<file path="config.mk">
export PLATFORM = sky130hd
export DESIGN_NAME = bus_dma_master_flat
export DESIGN_NICKNAME = d
export VERILOG_FILES = /design/src/rtl/bus_dma_master_if.sv /design/src/rtl/bus_dma_master.sv /design/src/flat_wrapper.sv
export SDC_FILE = /design/constraint.sdc
export NUM_CORES = 1
export LEC_CHECK = 0
export ABC_AREA = 1
export BUFFER_PORTS_ARGS = -buffer_cell sky130_fd_sc_hd__buf_2
export CORE_MARGIN = 5
export CORE_UTILIZATION = 40
export CTS_CLUSTER_DIAMETER = 30
export CTS_CLUSTER_SIZE = 28
export DETAILED_ROUTE_END_ITERATION = 7
export SYNTH_ARGS = -nofsm -noshare
export SYNTH_HDL_FRONTEND = slang
export SYNTH_SLANG_ARGS = --single-unit
</file>
<file path="constraint.sdc">
create_clock -name clk -period 3.8 [get_ports clk]
set_input_delay 0.57 -clock clk [delete_from_list [all_inputs] [get_ports clk]]
set_output_delay 0.57 -clock clk [all_outputs]
set_load 0.1 [all_outputs]
</file>
<file path="src/rtl/bus_dma_master_if.sv">
// Master-side bus signals of the shared 2-master/5-slave bus.
// Only the DMA needs the master modport; the slave modport is the bus/arbiter side.
interface bus_dma_master_if #(
    parameter int AW = 16,
    parameter int DW = 32
);
    logic          m_req;
    logic          m_wr;
    logic [AW-1:0] m_addr;
    logic [DW-1:0] m_dout;
    logic          m_grant;
    logic [DW-1:0] m_din;

    modport master (
        output m_req,
        output m_wr,
        output m_addr,
        output m_dout,
        input  m_grant,
        input  m_din
    );

    modport slave (
        input  m_req,
        input  m_wr,
        input  m_addr,
        input  m_dout,
        output m_grant,
        output m_din
    );
endinterface

</file>
<file path="src/rtl/bus_dma_master.sv">
// Word-copy DMA initiator: copies len words from src to dst, one read then one write per word.
// Optional BUS_DMA_FILL_EN adds a fill mode that writes a latched constant instead of copying.
//
// state | meaning
// IDLE  | waiting for start
// REQ   | m_req high, waiting for grant (also the retry point after grant loss)
// RD    | source address on the bus
// RDW   | read data returning, captured at end of cycle
// WR    | destination write of the captured (or fill) word
// DONE  | one-cycle completion pulse, bus released
module bus_dma_master #(
    parameter int AW = 16,
    parameter int DW = 32,
    parameter int LW = 8
) (
    input  logic                   clk,
    input  logic                   reset_n,
`ifdef BUS_DMA_FILL_EN
    input  logic                   fill,
    input  logic [DW-1:0]          fill_data,
`endif
    input  logic                   start,
    input  logic [AW-1:0]          src,
    input  logic [AW-1:0]          dst,
    input  logic [LW-1:0]          len,
    bus_dma_master_if.master       bus,
    output logic                   busy,
    output logic                   done
);

    typedef enum logic [2:0] {
        IDLE,
        REQ,
        RD,
        RDW,
        WR,
        DONE
    } state_t;

    state_t        state;
    logic [AW-1:0] cur_src;
    logic [AW-1:0] cur_dst;
    logic [LW-1:0] remaining;
    logic          req_q;
    logic          wr_q;
    logic [AW-1:0] addr_q;
    logic [DW-1:0] dout_q;
    logic          fill_mode;

`ifdef BUS_DMA_FILL_EN
    logic          fill_q;
    logic [DW-1:0] fill_data_q;

    always_ff @(posedge clk or negedge reset_n) begin
        if (!reset_n) begin
            fill_q      <= 1'b0;
            fill_data_q <= '0;
        end else if (state == IDLE && start) begin
            fill_q      <= fill;
            fill_data_q <= fill_data;
        end
    end

    assign fill_mode = fill_q;
`else
    assign fill_mode = 1'b0;
`endif

    // A write only counts while the grant is still held; losing it mid-WR abandons the word.
    assign bus.m_req  = req_q;
    assign bus.m_wr   = wr_q & bus.m_grant;
    assign bus.m_addr = addr_q;
    assign bus.m_dout = dout_q;

    always_ff @(posedge clk or negedge reset_n) begin
        if (!reset_n) begin
            state     <= IDLE;
            cur_src   <= '0;
            cur_dst   <= '0;
            remaining <= '0;
            req_q     <= 1'b0;
            wr_q      <= 1'b0;
            addr_q    <= '0;
            dout_q    <= '0;
            busy      <= 1'b0;
            done      <= 1'b0;
        end else begin
            done <= 1'b0;
            wr_q <= 1'b0;
            case (state)
                IDLE: begin
                    if (start) begin
                        if (len != '0) begin
                            cur_src   <= src;
                            cur_dst   <= dst;
                            remaining <= len;
                            busy      <= 1'b1;
                            req_q     <= 1'b1;
                            state     <= REQ;
                        end else begin
                            done <= 1'b1;
                        end
                    end
                end
                REQ: begin
                    if (bus.m_grant) begin
                        if (fill_mode) begin
`ifdef BUS_DMA_FILL_EN
                            dout_q <= fill_data_q;
`endif
                            addr_q <= cur_dst;
                            wr_q   <= 1'b1;
                            state  <= WR;
                        end else begin
                            addr_q <= cur_src;
                            state  <= RD;
                        end
                    end
                end
                RD: begin
                    state <= bus.m_grant ? RDW : REQ;
                end
                RDW: begin
                    if (bus.m_grant) begin
                        dout_q <= bus.m_din;
                        addr_q <= cur_dst;
                        wr_q   <= 1'b1;
                        state  <= WR;
                    end else begin
                        state <= REQ;
                    end
                end
                WR: begin
                    if (!bus.m_grant) begin
                        state <= REQ;
                    end else begin
                        cur_src   <= cur_src + AW'(1);
                        cur_dst   <= cur_dst + AW'(1);
                        remaining <= remaining - LW'(1);
                        if (remaining > LW'(1)) begin
                            if (fill_mode) begin
                                addr_q <= cur_dst + AW'(1);
                                wr_q   <= 1'b1;
                                state  <= WR;
                            end else begin
                                addr_q <= cur_src + AW'(1);
                                state  <= RD;
                            end
                        end else begin
                            req_q <= 1'b0;
                            busy  <= 1'b0;
                            done  <= 1'b1;
                            state <= DONE;
                        end
                    end
                end
                DONE: begin
                    state <= IDLE;
                end
                default: begin
                    req_q <= 1'b0;
                    busy  <= 1'b0;
                    state <= IDLE;
                end
            endcase
        end
    end

endmodule

</file>
<file path="src/flat_wrapper.sv">
// flat-port wrapper written by rule: the top's interface ports become plain ports
module bus_dma_master_flat 
#(
    parameter int AW = 16,
    parameter int DW = 32,
    parameter int LW = 8
)
  (clk, reset_n, start, src, dst, len, busy, done, bus_m_req, bus_m_wr, bus_m_addr, bus_m_dout, bus_m_grant, bus_m_din);
  bus_dma_master_if #(.AW(AW), .DW(DW)) bus_i ();
  input  logic clk;
  input  logic reset_n;
  input  logic start;
  input  logic [AW-1:0] src;
  input  logic [AW-1:0] dst;
  input  logic [LW-1:0] len;
  output logic busy;
  output logic done;
  output wire logic [$bits(bus_i.m_req)-1:0] bus_m_req;
  output wire logic [$bits(bus_i.m_wr)-1:0] bus_m_wr;
  output wire logic [$bits(bus_i.m_addr)-1:0] bus_m_addr;
  output wire logic [$bits(bus_i.m_dout)-1:0] bus_m_dout;
  input wire logic [$bits(bus_i.m_grant)-1:0] bus_m_grant;
  input wire logic [$bits(bus_i.m_din)-1:0] bus_m_din;
  assign bus_m_req = bus_i.m_req;
  assign bus_m_wr = bus_i.m_wr;
  assign bus_m_addr = bus_i.m_addr;
  assign bus_m_dout = bus_i.m_dout;
  assign bus_i.m_grant = bus_m_grant;
  assign bus_i.m_din = bus_m_din;
  bus_dma_master #(.AW(AW), .DW(DW), .LW(LW)) u_core (.clk(clk), .reset_n(reset_n), .start(start), .src(src), .dst(dst), .len(len), .bus(bus_i), .busy(busy), .done(done));
endmodule
</file>
==> results.json, run 1 <==
{
  "status": "completed",
  "swShare_pct": 59.04,
  "grt_use_met3_pct": 6.904,
  "period_needed_ns": 2.303,
  "worstHoldPathType": "input pin to asynchronous set/reset pin",
  "slew_violations": 0,
  "antenna_found_initial": 3,
  "crit_start": "u_core.state[2]$_DFFE_PN0P_",
  "post_cts_resize_count": 0,
  "max_freq_mhz": 434.1,
  "crit_path_start_kind": "flip-flop",
  "port_buffers": 127,
  "synth-seq-cells": 94,
  "worst_ep_required_time_ns": 4.09,
  "cts.sinks": 94,
  "netlist_instances": 756,
  "yosysTopAreaCell": "dfrtp_1",
  "fin_skew_ns": 0.006109,
  "die_w_um": 124.2,
  "vias": 5199,
  "r2r-start": "u_core.state[2]$_DFFE_PN0P_",
  "synth-warning-count": 0,
  "busiest_layer": "met2",
  "wl_per_cell_um": 14.26,
  "root_buffer": "clkbuf_16",
  "worstPathArrival_ns": 2.59,
  "leakage_nw": 3.375,
  "setup_violations": 0,
  "grt_max_degree": 71,
  "finalHoldViolCount": 0,
  "ir_drop_v": 0.0008380,
  "rows": 41,
  "drt_iter0_markers": 396,
  "drt_first_pass_iters": 5,
  "netlist_area_mm2": 0.005219,
  "post_synth_main_area_contributors": "dfrtp_1 (45%), nand2_1 (21%), nor2_1 (7.6%)",
  "max_slew_margin_pct": 36.23,
  "maxCapViolations": 0,
  "cts.hold.buffers_added": 0,
  "setup.worst_path.end_class": "flip-flop",
  "ys_seq_area_share_pct": 45.07,
  "p_int_mw": 2.668,
  "final_layout_size_suffix_gt1_share_pct": 18.43,
  "yosysTopAreaCellShare_pct": 45.07,
  "grt_util_met2_pct": 29.90,
  "final_antenna_net_count": 0,
  "path_class": "flip-flop to flip-flop",
  "synthDistinctLibCells": 29,
  "path_clk_slew_ns": 0.07,
  "synth_nets": 836,
  "numCtsBuffers": 9,
  "tritoncts": "done",
  "use_met1_pct": 24.70,
  "ios": 128,
  "dpl.hpwl_mm": 10.91,
  "fp.coreArea_mm2": 0.01272,
  "grt.total_usage_pct": 19.49,
  "htreeDepth": 3,
  "place.gp.congestion": 0.9123,
  "die_area_mm2": 0.01543,
  "avgSynthCellArea_um2": 6.903,
  "final_core_util_pct": 49.23,
  "combPwrFrac_pct": 57.5,
  "cp_max_fo": 35,
  "area_growth_pct": 20.02,
  "clock_path_buffers": 2,
  "finalInstanceArea_mm2": 0.006264,
  "p_switching_mw": 3.846,
  "nets": 954,
  "grt_pass1_wl_mm": 25.10,
  "route.detailed.drc": 0,
  "gr-total-overflow": 0,
  "period_share_pct": 60.62,
  "totalWireLength_mm": 14.99,
  "seqPwrFrac_pct": 28.6,
  "rsz0062_at_grt": "false",
  "clk-insertion-delay-late_ns": 0.36,
  "max_slew.worst_pin.slew_ns": 0.9566,
  "fin_setup_tns_ns": 0,
  "cts_setup_buffers": 0,
  "antennaDiodeCount": 0,
  "die_h_um": 124.2,
  "power_frac_clock_pct": 13.9,
  "grt_pass1_vias": 5164,
  "power.density_mw_per_mm2": 1040,
  "placed_area_mm2": 0.005973,
  "viasPerCell": 4.947,
  "start_util_pct": 41.02
}
==> worst max-delay path, stage by stage (launching register included) <==
cell and delay (ns):
dfrtp_1 0.51, inv_1 0.14, nand3_1 0.16, nand3_1 0.16, nor2_2 0.53, buf_4 0.44
o21ai_0 0.15, a21oi_1 0.14
==> per-stage QoR <==
stage	power, mW	cells	setup slack (ns)	hold WS, ns
after detailed placement	5.627	1035	1.374	0.4551
after global routing	6.942	1051	1.255	0.4044
final	6.513	1051	1.497	0.3180
after floorplan	4.880	756	1.890	0.2744
after global placement	5.571	1035	1.444	0.4501
after CTS	6.559	1051	1.485	0.3865
==> logic make-up (layout without fill, tap and decap cells) <==
logic type                 count (synthesis)  after routing  share of synthesized area (%)
xor gates and xnor gates                   2              2                         0.3357
adders and majority gates                  4              4                         0.9590
buffers and inverters                     91            214                          7.504
DFF                                       94             94                          45.07
AOI/OAI and AO/OA                         88             88                          8.967
and+or+nand+nor                          477            477                          37.16
==> flip-flops by register name, indices dropped and copies added, names as in the netlist <==
| name | cells |
|---|---|
| u_core.state | 3 |
| u_core.bus.m_req | 1 |
| u_core.cur_dst | 16 |
| u_core.bus.m_addr | 16 |
| u_core.cur_src | 16 |
| u_core.bus.m_dout | 32 |
| u_core.done | 1 |
| u_core.wr_q | 1 |
| u_core.remaining | 8 |
==> area by class of cell <==
| cell class | count | area, um2 |
|---|---|---|
| flip-flops and latches | 94 | 2352 |
| clock inverters | 6 | 51.30 |
| multi-input cells | 571 | 2475 |
| inverters | 64 | 240.2 |
| well taps | 172 | 215.2 |
| repair buffers | 134 | 690.7 |
| clock buffers | 10 | 239.0 |
| fillers | 1381 | 6459 |
==> layer usage <==
metal	wire (um)	share of wire [%]	vias to the layer above
li1	-	-	2625
met5	38	0.25	-
met3	1225	8.2	35
met1	6581	44	2352
met4	535	3.6	6
met2	6607	44	181
==> cells in the mapped netlist <==
cell type	count
a21oi_1	23
and2_1	1
buf_2	15
buf_4	6
buf_6	1
clkbuf_1	4
clkbuf_2	1
dfrtp_1	94
ha_1	4
inv_1	61
inv_2	3
nand2_1	293
nand2_2	1
nand2_4	2
nand3_1	53
nand3_2	1
nand3b_1	1
nand4_1	10
nor2_1	106
nor2_2	2
nor2_4	2
nor3_1	4
o21ai_0	50
o21ai_1	2
o221ai_1	4
o22ai_1	8
o31ai_1	1
or2_2	1
xor2_1	2
==> power groups by stage <==
stage / sequential (mW) / combinational (mW) / clock [mW]
floorplan: 3.49 / 1.39 / 0
global placement: 1.85 / 3.72 / 0
detailed placement: 1.86 / 3.77 / 0
CTS: 1.85 / 3.77 / 0.934
global route: 1.92 / 4.06 / 0.969
finish: 1.86 / 3.75 / 0.907
==> layout by cell type, fill, tap and decap left out, types with 3 or more instances in the layout <==
cell       instances
o21ai_0           50
nand4_1           10
ha_1               4
buf_4              8
nand2_1          293
nor2_1           106
o22ai_1            8
inv_1             61
dfrtp_1           94
clkbuf_16          9
inv_6              3
a21oi_1           23
buf_2            126
nand3_1           53
nor3_1             4
o221ai_1           4
inv_2              3
==> worst paths after layout <==
path / endpoint / slack (ns) / depth (start not counted)
max in group asynchronous: u_core.bus.m_dout[3]$_DFFE_PN0P_ / 2.67 / 2
min in group clk: u_core.bus.m_dout[28]$_DFFE_PN0P_ / 0.41 / 3
min: u_core.remaining[5]$_DFFE_PN0P_ / 0.32 / 1
min reg2reg: u_core.bus.m_dout[12]$_DFFE_PN0P_ / 0.47 / 2
max reg2reg: u_core.cur_dst[3]$_DFFE_PN0P_ / 1.50 / 7
max: u_core.cur_dst[3]$_DFFE_PN0P_ / 1.50 / 7
Power figures use the tool's default switching activity.
==> inputs of run 2 (changes only) <==
--- a/config.mk
+++ b/config.mk
@@ -12,6 +12,7 @@
 export CTS_CLUSTER_DIAMETER = 30
 export CTS_CLUSTER_SIZE = 28
 export DETAILED_ROUTE_END_ITERATION = 7
+export PLACE_DENSITY = 0.65
 export SYNTH_ARGS = -nofsm -noshare
 export SYNTH_HDL_FRONTEND = slang
 export SYNTH_SLANG_ARGS = --single-unit
==> constraint.sdc (replaced) <==
create_clock -name clk -period 2 [get_ports clk]
set_input_delay 0.3 -clock clk [delete_from_list [all_inputs] [get_ports clk]]
set_output_delay 0.3 -clock clk [all_outputs]
set_load 0.1 [all_outputs]
==> run 2 against run 1 <==
Net effect: critical path depth rose by 1; critical path type unchanged; largest cell class unchanged; clock power is 81% higher; worst setup slack worse by 1.2 ns; first-iteration DRC count rose by 8.6%; highest routed layer unchanged.
==> results.json, run 2 (same netlist as run 1, synthesis figures left out) <==
{
  "status": "completed",
  "worst_ep_required_time_ns": 2.26,
  "fin_cells": 1058,
  "die_w_um": 124.2,
  "mostFrequentLayoutCell": "nand2_1",
  "die_area_mm2": 0.01543,
  "antenna_found_initial": 1,
  "ios": 128,
  "final_layout_size_suffix_gt1_share_pct": 18.96,
  "grt.total_usage_pct": 19.29,
  "vias": 5131,
  "totalWireLength_mm": 14.79,
  "maxCapViolations": 0,
  "r2r-start": "u_core.state[1]$_DFFE_PN0P_",
  "rows": 41,
  "grt_pass1_vias": 4924,
  "setup.worst_path.end_class": "flip-flop",
  "path_clk_slew_ns": 0.07,
  "clock_path_buffers": 2,
  "route.detailed.drc": 0,
  "final_core_util_pct": 50.27,
  "reg2reg_depth": 8,
  "clk-insertion-delay-late_ns": 0.35,
  "path_class": "flip-flop to flip-flop",
  "numCtsBuffers": 9,
  "r2r-end": "u_core.bus.m_addr[5]$_DFFE_PN0P_",
  "drt_iter0_markers": 430,
  "fin_skew_ns": 0.005604,
  "tritoncts": "done",
  "power.density_mw_per_mm2": 1940,
  "gr-total-overflow": 0,
  "crit_start": "u_core.state[1]$_DFFE_PN0P_",
  "cp_max_fo": 21,
  "htreeDepth": 3,
  "setup_violations": 0,
  "crit_family": "simple AND/OR/NAND/NOR gates",
  "largest_reg_flops": 32,
  "finalHoldViolCount": 0,
  "drt_first_pass_iters": 5,
  "fp.coreArea_mm2": 0.01272,
  "fill_cells": 1386,
  "ir_drop_v": 0.001159,
  "finalInstanceArea_mm2": 0.006395,
  "path_buf_inv": 2,
  "slowest_stage": "dfrtp_1",
  "power_mw": 12.41,
  "path_cells": "nor2_4 -> nand2_4 -> inv_2 -> nand3_2 -> nand2_4 -> buf_12 -> nor2_1 -> a21oi_1",
  "dpl_worst_slack_ns": 0.2305,
  "finalWorstSetupSlack_ns": 0.3116,
  "period_needed_ns": 1.688,
  "max_slew.worst_pin.slew_ns": 0.5080,
  "worstHoldPathType": "input pin to flip-flop",
  "layout_common_cells": "nand2_1 (293), buf_2 (126), nor2_1 (106)",
  "place.gp.congestion": 0.8688,
  "viasPerCell": 4.850,
  "fin_hold_ws_ns": 0.1489,
  "die_h_um": 124.2,
  "hp-start": "bus_m_din[31]",
  "max_slew_margin_pct": 66.36,
  "placed_area_mm2": 0.006093,
  "slew_violations": 0,
  "period_share_pct": 84.42,
  "worstPathArrival_ns": 1.95,
  "crit_path_start_kind": "flip-flop",
  "antennaDiodeCount": 0,
  "root_buffer": "clkbuf_16",
  "grt_pass1_wl_mm": 24.45,
  "wl_per_cell_um": 13.98,
  "rsz0062_at_grt": "false",
  "area_growth_pct": 22.54,
  "worstHoldEndpoint": "u_core.bus.m_dout[31]$_DFFE_PN0P_",
  "hold_depth": 3,
  "rrSetupSlack_ns": 0.31,
  "dpl.hpwl_mm": 10.87,
  "cts.sinks": 94,
  "crit_top_cell": "nand2_4",
  "grt_max_degree": 52,
  "leakage_nw": 3.429,
  "nets": 961,
  "start_util_pct": 41.02,
  "final_antenna_net_count": 0,
  "max_freq_mhz": 592.3,
  "max_stage_delay_ns": 0.46,
  "fin_setup_tns_ns": 0,
  "port_buffers": 127,
  "cts_setup_buffers": 0,
  "dp.cells": 1041
}
==> run 2: cell types whose count changed in the layout (fill, tap and decap cells not counted), sizes merged <==
cell and delta:
buf +6, inv -4, clkinv +3, clkinvlp +1
dlygate4sd3 +1
==> run 2: how the worst max path moves through the flow <==
stage | to | depth (start not counted)
6_report | u_core.bus.m_addr[5]$_DFFE_PN0P_ | 8
5_1_grt | u_core.bus.m_addr[11]$_DFFE_PN0P_ | 8
4_1_cts | u_core.cur_dst[7]$_DFFE_PN0P_ | 8
3_5_place_dp | u_core.cur_src[12]$_DFFE_PN0P_ | 7
3_3_place_gp | u_core.cur_src[12]$_DFFE_PN0P_ | 7
2_1_floorplan | busy | 1
==> run 2: per-layer routing <==
layer  track usage, %  vias to the layer above  part of all wire (%)
li1                 -                     2636                     -
met1            25.72                     2301                    45
met2            30.41                      172                    46
met3            5.232                       20                   7.5
met4            6.383                        2                   1.6
met5                0                        -                 0.088
==> run 2: where the power goes <==
group	switching (mW)	internal [mW]	total (mW)
logic	5.74	1.49	7.23
registers	0.737	2.80	3.53
clock network	0.757	0.883	1.64
total	7.23	5.17	12.4
==> run 2: final cells by class <==
type                            count  area (um2)  share of cell area (%)
Clock buffer                       10       239.0                   3.737
Tap cell                          172       215.2                   3.365
Multi-Input combinational cell    571        2480                   38.78
Sequential cell                    94        2352                   36.78
Inverter                           64       240.2                   3.757
Timing Repair Buffer              141       820.8                   12.84
Clock inverter                      6       47.55                  0.7435
==> run 2: worst min-delay path, stage by stage <==
cell and delay [ns]:
buf_2 0.07, nand2_1 0.04, nand2_1 0.05
==> run 2: what timing repair did <==
item,CTS,global route
endpoints found under the setup margin,0,1
hold buffers,1,0
resized for setup,0,1
endpoints found under the hold margin,25,0
==> inputs of run 3 (changes only) <==
==> constraint.sdc (replaced) <==
create_clock -name clk -period 1.5 [get_ports clk]
set_input_delay 0.225 -clock clk [delete_from_list [all_inputs] [get_ports clk]]
set_output_delay 0.225 -clock clk [all_outputs]
set_load 0.1 [all_outputs]
==> run 3 against run 2 <==
Net effect: wire length rose by 5.9%; register-to-register slack worse by 0.33 ns; first-iteration DRC count fell by 11%; largest cell class unchanged; final area rose by 9.7%; cell count rose by 3.8%; count of clock-buffer cells in the layout decreased by 1; sequential power is 34% higher; clock power rose by 49%; the flow now finishes with violations (negative setup slack); critical path depth is the same; largest power group unchanged.
==> results.json, run 3 (same netlist as run 1, synthesis figures left out) <==
{
  "fin_cells": 1098,
  "layout_common_cells": "nand2_1 (290), buf_2 (125), nor2_1 (92)",
  "drt_first_pass_iters": 6,
  "period_share_pct": 101.4,
  "setup_violations": 9,
  "die_area_mm2": 0.01543,
  "vias": 5356,
  "path_class": "flip-flop to flip-flop",
  "place.gp.congestion": 0.8952,
  "htreeDepth": 3,
  "worst_ep_required_time_ns": 1.78,
  "grt_max_degree": 34,
  "final_layout_size_suffix_gt1_share_pct": 26.67,
  "mostFrequentLayoutCell": "nand2_1",
  "worstHoldPathType": "input pin to flip-flop",
  "setup.worst_path.end_class": "flip-flop",
  "port_buffers": 127,
  "fin_setup_tns_ns": -0.1078,
  "finalWorstSetupSlack_ns": -0.02151,
  "drt_iter0_markers": 384,
  "max_slew.worst_pin.slew_ns": 0.5108,
  "wl_per_cell_um": 14.26,
  "path_clk_slew_ns": 0.07,
  "numCtsBuffers": 9,
  "antennaDiodeCount": 0,
  "final_antenna_net_count": 0,
  "gr-total-overflow": 0,
  "finalInstanceArea_mm2": 0.007017,
  "violations": "negative setup slack",
  "ios": 128,
  "maxCapViolations": 0,
  "path_cells": "nor2_4 -> nand2_4 -> inv_8 -> nand3_4 -> nand2_4 -> clkbuf_16 -> nor2_1 -> a21oi_1",
  "ir_drop_v": 0.001678,
  "worstPathArrival_ns": 1.80,
  "cp_max_fo": 7,
  "placed_area_mm2": 0.006337,
  "fin_skew_ns": 0.007548,
  "clk-insertion-delay-late_ns": 0.36,
  "grt_pass1_vias": 5105,
  "final_core_util_pct": 55.15,
  "clock_path_buffers": 2,
  "cts.sinks": 94,
  "status": "finished, violations left",
  "crit_top_cell": "nand2_4",
  "viasPerCell": 4.878,
  "start_util_pct": 41.02,
  "die_h_um": 124.2,
  "finalHoldViolCount": 0,
  "root_buffer": "clkbuf_16",
  "rsz0062_at_grt": "true",
  "fp.coreArea_mm2": 0.01272,
  "tritoncts": "done",
  "area_growth_pct": 34.45,
  "dpl.hpwl_mm": 11.49,
  "antenna_found_initial": 0,
  "max_freq_mhz": 657.2,
  "route.detailed.drc": 0,
  "dpl_worst_slack_ns": -0.02456,
  "period_needed_ns": 1.522,
  "max_stage_delay_ns": 0.44,
  "grt.total_usage_pct": 19.62,
  "nets": 1001,
  "power_mw": 18.18,
  "fin_hold_ws_ns": 0.05749,
  "slowest_stage": "dfrtp_2",
  "grt_pass1_wl_mm": 24.94,
  "max_slew_margin_pct": 66.18,
  "slew_violations": 0,
  "crit_path_start_kind": "flip-flop",
  "leakage_nw": 3.687,
  "rows": 41,
  "largest_reg_flops": 32,
  "dp.cells": 1068,
  "die_w_um": 124.2,
  "power.density_mw_per_mm2": 2591,
  "totalWireLength_mm": 15.66
}
==> run 3: cell types whose count changed in the layout (fill, tap and decap cells not counted), moves of 4 or more <==
| cell | before | now |
|---|---|---|
| nand3_2 | 1 | 8 |
| nor2_2 | 2 | 13 |
| o21ai_1 | 2 | 10 |
| nor2_1 | 106 | 92 |
| buf_4 | 8 | 40 |
| nand3_1 | 53 | 45 |
| ha_1 | 4 | 0 |
| clkbuf_16 | 9 | 13 |
| o21ai_0 | 50 | 42 |
| inv_6 | 0 | 4 |
| inv_1 | 61 | 57 |
==> run 3: worst paths after layout <==
| check | from | end | slack (ns) | cells past startpoint |
|---|---|---|---|---|
| min in group asynchronous | reset_n | u_core.cur_dst[13]$_DFFE_PN0P_ | 0.34 | 2 |
| min | bus_m_din[18] | u_core.bus.m_dout[18]$_DFFE_PN0P_ | 0.06 | 3 |
| max reg2reg | u_core.state[0]$_DFFE_PN0P_ | u_core.bus.m_addr[12]$_DFFE_PN0P_ | -0.02 | 8 |
| min reg2reg | u_core.bus.m_dout[26]$_DFFE_PN0P_ | u_core.bus.m_dout[26]$_DFFE_PN0P_ | 0.47 | 2 |
| max | u_core.state[0]$_DFFE_PN0P_ | u_core.bus.m_addr[12]$_DFFE_PN0P_ | -0.02 | 8 |
| max in group asynchronous | reset_n | u_core.cur_dst[5]$_DFFE_PN0P_ | 0.63 | 3 |
==> run 3: repair_timing <==
| action | CTS | global route |
|---|---|---|
| buffers inserted | 1 | 7 |
| hold buffers | 1 | 0 |
| hold endpoints to repair | 23 | 0 |
| endpoints found under the setup margin | 22 | 86 |
| gates resized for setup | 11 | 50 |
| cloned | 0 | 5 |
| pin swaps | 1 | 21 |
==> run 3: worst max-delay path: cells and delay by family, from the launching register on <==
family | cells | cell delay (ns)
DFF | 1 | 0.44
and+or+nand+nor | 5 | 0.62
AOI/OAI and AO/OA | 1 | 0.12
buffers and inverters | 2 | 0.27
==> run 3: cell type report <==
cell class,count,area (um2)
fillers,1303,5705
clock inverters,7,87.58
multi-input cells,571,2639
flip-flops and latches,94,2356
repair buffers,181,1239
inverters,64,255.2
clock buffers,9,225.2
well taps,172,215.2
==> run 3: layer usage <==
layer  wire length (um)  share of wire [%]  GRT usage [%]
met1               6738                 43          24.84
met3               1351                8.6          7.033
met4                212                1.4          4.320
met2               7352                 47          32.32
met5                  0                  0              0
==> run 3: power breakdown <==
part / total (mW) / internal (mW) / switching (mW)
Combinational: 11.0 / 2.84 / 8.15
Clock: 2.45 / 1.34 / 1.11
Sequential: 4.74 / 3.74 / 1.01
